--- src/rtl/inst_queue_pkg.sv ---
// Shared types and constants for the fetch-to-decode instruction queue.
// Entry layout is {pc, inst}; the NOP fills empty decode lanes.
`ifndef INST_QUEUE_DEFINES
`define INST_QUEUE_DEFINES
`define INST_QUEUE_DEPTH 8
`define NOP_INST 32'h0340_0000
`define INST_BUS_W 64
`endif

package inst_queue_pkg;

    localparam int unsigned IQ_DEPTH = `INST_QUEUE_DEPTH;
    localparam int unsigned IQ_BUS_W = `INST_BUS_W;
    localparam logic [31:0] IQ_NOP   = `NOP_INST;

    typedef struct packed {
        logic [31:0] pc;
        logic [31:0] inst;
    } iq_entry_t;

    // In-order pop: lane1 only retires together with lane0.
    function automatic logic [1:0] pop_amount(
        input logic [1:0] ov,
        input logic [1:0] ordy
    );
        logic [1:0] n;
        n = 2'd0;
        if (&ordy && &ov)
            n = 2'd2;
        else if (ordy[0] && ov[0])
            n = 2'd1;
        return n;
    endfunction

endpackage

--- src/rtl/inst_queue_ram.sv ---
// Entry storage: two write ports, two asynchronous read ports.
// Writers guarantee distinct addresses in the same cycle.
module inst_queue_ram
    import inst_queue_pkg::*;
#(
    parameter int DEPTH = IQ_DEPTH,
    parameter int PTR_W = 3
) (
    input  logic             clk,
    input  logic             we0,
    input  logic [PTR_W-1:0] wa0,
    input  iq_entry_t        wd0,
    input  logic             we1,
    input  logic [PTR_W-1:0] wa1,
    input  iq_entry_t        wd1,
    input  logic [PTR_W-1:0] ra0,
    output iq_entry_t        rd0,
    input  logic [PTR_W-1:0] ra1,
    output iq_entry_t        rd1
);

    iq_entry_t mem [DEPTH];

    // Storage is intentionally not reset; occupancy masks stale data.
    always_ff @(posedge clk) begin
        if (we0)
            mem[wa0] <= wd0;
        if (we1)
            mem[wa1] <= wd1;
    end

    assign rd0 = mem[ra0];
    assign rd1 = mem[ra1];

endmodule

--- src/rtl/inst_queue.sv ---
// Dual-lane FWFT instruction queue between fetch and the decode slots.
// Holds pointers, occupancy, lane compaction and flush control.
module inst_queue
    import inst_queue_pkg::*;
#(
    parameter int DEPTH = IQ_DEPTH,
    parameter int PTR_W = 3
) (
    input  logic             clk,
    input  logic             rst_n,
    input  logic             flush,
    input  logic [1:0]       in_valid,
    input  logic [31:0]      in_pc0,
    input  logic [31:0]      in_inst0,
    input  logic [31:0]      in_pc1,
    input  logic [31:0]      in_inst1,
    output logic             in_ready,
    output logic [1:0]       out_valid,
    output logic [31:0]      out_pc0,
    output logic [31:0]      out_inst0,
    output logic [31:0]      out_pc1,
    output logic [31:0]      out_inst1,
    input  logic [1:0]       out_ready,
    output logic [PTR_W:0]   count
);

    localparam logic [PTR_W-1:0] ONE     = PTR_W'(1);
    localparam logic [PTR_W:0]   RDY_LIM = (PTR_W+1)'(DEPTH - 2);
    localparam logic [PTR_W:0]   FULL    = (PTR_W+1)'(DEPTH);

    logic [PTR_W-1:0] head;
    logic [PTR_W-1:0] tail;
    logic [1:0]       push_n;
    logic [1:0]       pop_n;
    logic             we0;
    logic             we1;
    logic [PTR_W-1:0] wa0;
    logic [PTR_W-1:0] wa1;
    iq_entry_t        wd0;
    iq_entry_t        wd1;
    iq_entry_t        rd0;
    iq_entry_t        rd1;

    assign in_ready     = (count <= RDY_LIM);
    assign out_valid[0] = (count != '0);
    assign out_valid[1] = (count >= (PTR_W+1)'(2));

    // Push decode; a lone lane1 request is compacted into the tail slot.
    always_comb begin
        we0    = 1'b0;
        we1    = 1'b0;
        wa0    = tail;
        wa1    = tail + ONE;
        wd0    = '{pc: in_pc0, inst: in_inst0};
        wd1    = '{pc: in_pc1, inst: in_inst1};
        push_n = 2'd0;
        if (in_ready && !flush) begin
            unique case (1'b1)
                (in_valid == 2'b11): begin
                    we0    = 1'b1;
                    we1    = 1'b1;
                    push_n = 2'd2;
                end
                (in_valid == 2'b01): begin
                    we0    = 1'b1;
                    push_n = 2'd1;
                end
                (in_valid == 2'b10): begin
                    we0    = 1'b1;
                    wd0    = '{pc: in_pc1, inst: in_inst1};
                    push_n = 2'd1;
                end
                default: ;
            endcase
        end
    end

    assign pop_n = pop_amount(out_valid, out_ready);

    inst_queue_ram #(
        .DEPTH (DEPTH),
        .PTR_W (PTR_W)
    ) u_ram (
        .clk (clk),
        .we0 (we0),
        .wa0 (wa0),
        .wd0 (wd0),
        .we1 (we1),
        .wa1 (wa1),
        .wd1 (wd1),
        .ra0 (head),
        .rd0 (rd0),
        .ra1 (head + ONE),
        .rd1 (rd1)
    );

    // Empty lanes show pc=0 and a NOP so decoders never see stale words.
    always_comb begin
        out_pc0   = 32'h0;
        out_inst0 = IQ_NOP;
        out_pc1   = 32'h0;
        out_inst1 = IQ_NOP;
        if (out_valid[0]) begin
            out_pc0   = rd0.pc;
            out_inst0 = rd0.inst;
        end
        if (out_valid[1]) begin
            out_pc1   = rd1.pc;
            out_inst1 = rd1.inst;
        end
    end

    // Pointer/occupancy update; flush drops same-cycle push and pop.
    always_ff @(posedge clk) begin
        if (!rst_n) begin
            head  <= '0;
            tail  <= '0;
            count <= '0;
        end else if (flush) begin
            head  <= '0;
            tail  <= '0;
            count <= '0;
        end else begin
            head  <= head + {{(PTR_W-2){1'b0}}, pop_n};
            tail  <= tail + {{(PTR_W-2){1'b0}}, push_n};
            count <= count
                   + {{(PTR_W-1){1'b0}}, push_n}
                   - {{(PTR_W-1){1'b0}}, pop_n};
        end
    end

    // Occupancy must stay within [0, DEPTH].
    always_ff @(posedge clk) begin
        if (rst_n && !flush) begin
            assert ({{(PTR_W-1){1'b0}}, pop_n} <= count);
            assert (count <= FULL);
        end
    end

endmodule

--- config.mk ---
export PLATFORM = sky130hd
export DESIGN_NAME = inst_queue
export DESIGN_NICKNAME = d
export VERILOG_FILES = /design/src/rtl/inst_queue_pkg.sv /design/src/rtl/inst_queue_ram.sv /design/src/rtl/inst_queue.sv
export SDC_FILE = /design/constraint.sdc
export NUM_CORES = 1
export LEC_CHECK = 0
export CORE_ASPECT_RATIO = 1.25
export CORE_MARGIN = 10
export CORE_UTILIZATION = 45
export DETAILED_ROUTE_END_ITERATION = 16
export DONT_BUFFER_PORTS = 1
export PLACE_DENSITY = 0.71
export SLEW_MARGIN = 20
export SYNTH_ARGS = -nofsm -noshare
export SYNTH_HDL_FRONTEND = slang
export SYNTH_SLANG_ARGS = --single-unit
--- constraint.sdc ---
create_clock -name clk -period 10.28 [get_ports clk]
set_input_delay 1.542 -clock clk [delete_from_list [all_inputs] [get_ports clk]]
set_output_delay 1.542 -clock clk [all_outputs]
set_load 0.02 [all_outputs]
=== After elaboration in Yosys (flattened, before gate mapping) ===
Memory sizes are Yosys's and may differ from the RTL's. A register that Yosys moved wholly into a read port is not among the register bits.
Cells that the tools add are included.

* Register bits after elaboration: 10
* RAM bits: 512
* Input port bits: 135
* Output and inout port bits: 135
* Word-level logic and storage cells: 45
* Memories kept: 1

{| class="wikitable"
|+ Memories
! memory !! words !! bits a word !! read ports !! clocked after memory_dff !! write ports !! line !! source
|-
| u_ram.mem || 8 || 64 || 2 || 1 || 2 || inst_queue_ram.sv:22 || <nowiki>iq_entry_t mem [DEPTH];</nowiki>
|}

* Add/sub/neg operators: 6
* $lt $le $gt $ge: 2
* Equal/unequal tests: 3
* Muxes and demuxes: 19
* Bitwise operators: 1
* Reduce and logical (&&, ||, !) cells: 10

{| class="wikitable"
|+ Operators by type and width
! operator !! number
|-
| $mux 32 || 4
|-
| $mux 64 || 2
|-
| $mux 1 || 9
|-
| $add 3x1->3 const B || 2
|-
| $add 3x2->3 || 2
|-
| $add 4x2->4 || 1
|-
| $eq 2x2->1 const B || 2
|-
| $ge 4x2->1 const B || 1
|-
| $le 4x3->1 const B || 1
|-
| $mux 2 || 2
|-
| $pmux 2 s2 || 1
|-
| $reduce_and 2->1 || 2
|-
| $reduce_bool 4->1 || 1
|-
| $reduce_or 2->1 || 2
|-
| $sub 4x2->4 || 1
|-
| $logic_and 1x1->1 || 3
|-
| $mux 3 || 1
|-
| $reduce_or 3->1 || 1
|-
| $eq 2x1->1 const B || 1
|-
| $logic_not 1->1 || 1
|-
| $not 1->1 || 1
|}

=== Logic depth before layout (Yosys ltp) ===
* Depth in word-level cells: 6
* Mapped depth: 13
* Gate-level depth less buffers: 13

=== Modules after synthesis ===
Synthesis repeated with hierarchy kept, for this count alone.

* Cells, all modules: 1847
* Area total of the unflattened synthesis: 31675.4 sq um

{| class="wikitable"
|+ Modules (own cells, without submodules)
! module !! times used !! cells an instance !! area each (sq um) !! seq. area each (sq um)
|-
| inst_queue_ram || 1 || 1557 || 29296.8 || 15374.7
|-
| inst_queue || 1 || 290 || 2378.5 || 200.2
|}

=== Worst setup path after synthesis ===
No wires, ideal clock.

* Kind: input port to flip-flop
* Start point: in flush
* End point: mem u_ram.mem[1][0] (netlist name), enable pin
* Library setup time: 0.507 ns
* Arrival: 5.400 ns
* Required time: 9.773 ns
* Setup slack: 4.373 ns
* Stages on the path: 5
* Buffers on the path: 2
* Path through: and4bb_2 -> buf_2 -> buf_2 -> nor2_1 -> a21oi_1

{| class="wikitable"
|+ RTL lines
! element !! line !! source
|-
| start: declaration || inst_queue.sv:11 || <nowiki>input logic flush,</nowiki>
|-
| end: declaration || inst_queue_ram.sv:22 ||
|}

=== Worst setup path after layout ===
* Start point: reg head[0]
* End point: out out_pc1[23]

* Longest elaborated chain between the ends: 3

{| class="wikitable"
|+ Ends and longest elaborated chain
! element !! line !! source
|-
| start: declaration || inst_queue.sv:31 || <nowiki>logic [PTR_W-1:0] head;</nowiki>
|-
| start signal: assignment || inst_queue.sv:124 || <nowiki>head <= head + {{(PTR_W-2){1'b0}}, pop_n};</nowiki>
|-
| $add 3x1->3 || inst_queue.sv:93 || <nowiki>.ra1 (head + ONE),</nowiki>
|-
| $mem_v2 8x64 || n/a ||
|-
| $mux 32 || inst_queue.sv:107 || <nowiki>if (out_valid[1]) begin</nowiki>
|-
| end: declaration || inst_queue.sv:21 || <nowiki>output logic [31:0] out_pc1,</nowiki>
|}

Every way passes these cells.

==> results.txt <==
Final #Nets: 1995
Core Area: 67100 sq um
multiplexer share of the synthesized area: 18.9%
simple-gate area share of the yosys netlist: 3.60%
total congestion overflow: 0
Yosys cell types: 48
DRC viols: 0
Hold WS: 0.726 ns
Arrival @ worst endpoint: 4.30 ns
final hold violations: 0
CP startpoint: head[0]$_SDFF_PP0_
Largest stage delay, worst path: 0.89 ns
register area share after synthesis: 50.9%
IR drop worst, VDD: 0.000221 V
initial antenna violation count: 8
Syn-to-layout area delta: 6.47%
Min Clock Period, post-route: 5.84 ns
Final Total Pwr: 0.00768 W
Avg Cell Area, Syn: 15.2 sq um
dpl hpwl: 62100 um
Total GRT Usage: 27.9%
first-pass GRT wire length: 161000 um
CTS tree: done
gp weighted congestion: 0.842
Worst Path Class, Setup: flip-flop to output pin
# rows: 106
pwr/cell area: 236 nW/um^2
Setup Skew: 0.0287 ns
slowest stage cell, crit path: dfxtp_4
Vert. Die Dim: 312 um
launch point of the worst reg-to-reg path: count[2]$_SDFF_PP0_
maximum clock rate: 0.171 GHz
CP Max Fanout: 51
setup_tns: 0 ns
IO Port Bufs: 0
Yosys reg bits: 522
overall routed net length: 115000 um
Synth Area in Compound Gates: 20.1%
Leak Pwr: 9.35 nW
FILL cells: 5554
Worst Tran Pin Value: 1.30 ns
CP Cell Sequence: ha_4 > buf_4 > mux4_2 > a22o_1
Synthesized Nets: 2172
Post-synth EDFFs: 512
max_slew headroom: 13.2%
Root Buffer: clkbuf_16
Initial Utilization: 45.6%
commonest cells after routing, fill and taps aside: 512 x edfxtp_1, 503 x o221ai_1, 256 x mux4_2
vias after detailed routing: 23177
Final ANT Viol Nets: 0
Min-Delay Path Class: flip-flop to flip-flop
CP Launch Type: flip-flop
adder-cell share of the synthesized area: 0.793%
synthesized area: 30600 sq um
cts repair resizes: 0
Hold Buf Count CTS: 0
post-route insts no fill: 2752
area occupied by multi-input gates: 13600 sq um
H-tree depth: 2
initial DRC count: 3627
hold path startpoint: head[2]$_SDFF_PP0_
Cells after Synth: 2020
CTS Buf Count: 53
largest net degree at the start of global routing: 150
most common cell after layout, fill and taps aside: edfxtp_1
vias per inst: 8.42
main combinational cell family by area after synthesis: compound AO/OA/AOI/OAI gates
die area: 78900 sq um
ys flop type: edfxtp_1
Slew Viols, Final: 0
Worst-path clk slew: 0.06 ns
period utilisation layout: 56.9%
setup bufs post-CTS: 0
clock latency on the worst-skew pair: 0.62 ns
Clock Sinks: 522
Top Family by Delay on Critical Path: flip-flops
Worst Path Required: 8.74 ns
unrepaired setup endpoints after global routing: no
Die W: 253 um
Detailed Routing Iterations Pass 1: 6
CP Buf/Inv Count: 1
vias in the first global route: 23033
Crit. End Element: output pin
I/O pin total: 270
DR WL/cell: 41.7 um
placed cells: 2651
Max-Cap Viols: 0
Setup-failing EPs final: 0
Post-Synth XOR/XNOR Area: 0.323%
outcome: completed
asr flop ratio synth: 0%
storage element area: 15600 sq um
Max clock buf depth: 3
layout cells sized above 1: 23.3%
yosys warns: 0
routing by layer:
metal | global-route usage, % | routed length, um | vias to the layer above
li1 | - | - | 8776
met1 | 33.0 | 36600 | 11513
met2 | 44.6 | 54100 | 2329
met3 | 9.36 | 17400 | 547
met4 | 14.2 | 6510 | 12
met5 | 0 | 84 | -
synthesized netlist by cell type, types with 10 or more instances:
cell,n,share of area [%]
nand2b_1,67,1.4
edfxtp_1,512,50
inv_1,11,0.13
o21ai_1,64,1.0
a22o_1,122,3.5
buf_6,46,1.7
nor2_1,14,0.17
clkbuf_1,61,0.75
mux4_2,256,19
nand2_1,12,0.15
nand3_1,66,1.1
o221ai_1,503,14
buf_1,66,0.81
dfxtp_1,10,0.65
ha_1,13,0.53
buf_4,13,0.32
buf_2,103,1.7
worst paths after layout:
kind / slack, ns / depth (start not counted) / endpoint
min reg2reg: 0.73 / 2 / head[2]$_SDFF_PP0_
max reg2reg: 5.78 / 5 / u_ram.mem[0][39]$_DFFE_PP_
min: 0.73 / 2 / head[2]$_SDFF_PP0_
max: 4.44 / 4 / out_pc1[23]
logic make-up after synthesis:
group           Yosys count
mux                     258
xor+xnor                  7
flops                   522
fa+ha+maj                17
compound gates          724
simple gates            192
buf+inv                 300
flip-flops by register name (all words and copies together) (netlist names):
register and count:
u_ram.mem 512, head 3, tail 3, count 4
final cells by class:
cell class	count	share of cell area (%)
sequential	522	47.8
multi-input combinational	1198	41.8
clock buffer	63	4.25
tap	864	3.32
timing repair buffer	57	1.45
clock inverter	34	1.24
inverter	11	0.127
antenna	3	0.0230
power by group:
| group | internal, W | switching [W] | total (W) |
|---|---|---|---|
| clock | 0.00117 | 0.000854 | 0.00202 |
| combinational | 0.000979 | 0.00207 | 0.00304 |
| sequential | 0.00254 | 0.0000826 | 0.00262 |
| total | 0.00468 | 0.00300 | 0.00768 |
through the flow:
step | area [sq um] | worst slack, ns | utilization, %
6_report | 32600 | 4.44 | 48.6
5_1_grt | 32600 | 4.13 | 48.6
4_1_cts | 32600 | 4.36 | 48.5
3_5_place_dp | 30800 | 5.00 | 45.9
3_3_place_gp | 30800 | 5.03 | 45.8
2_1_floorplan | 30600 | 4.37 | -
worst register-to-register path, cell delays in order, from the launching register on:
cell       delay (ns)
dfxtp_1          0.55
ha_1             0.42
nand4bb_4        0.85
nand2_1          0.74
o21a_4           0.73
buf_4            0.81
Power figures use the tool's default switching activity.
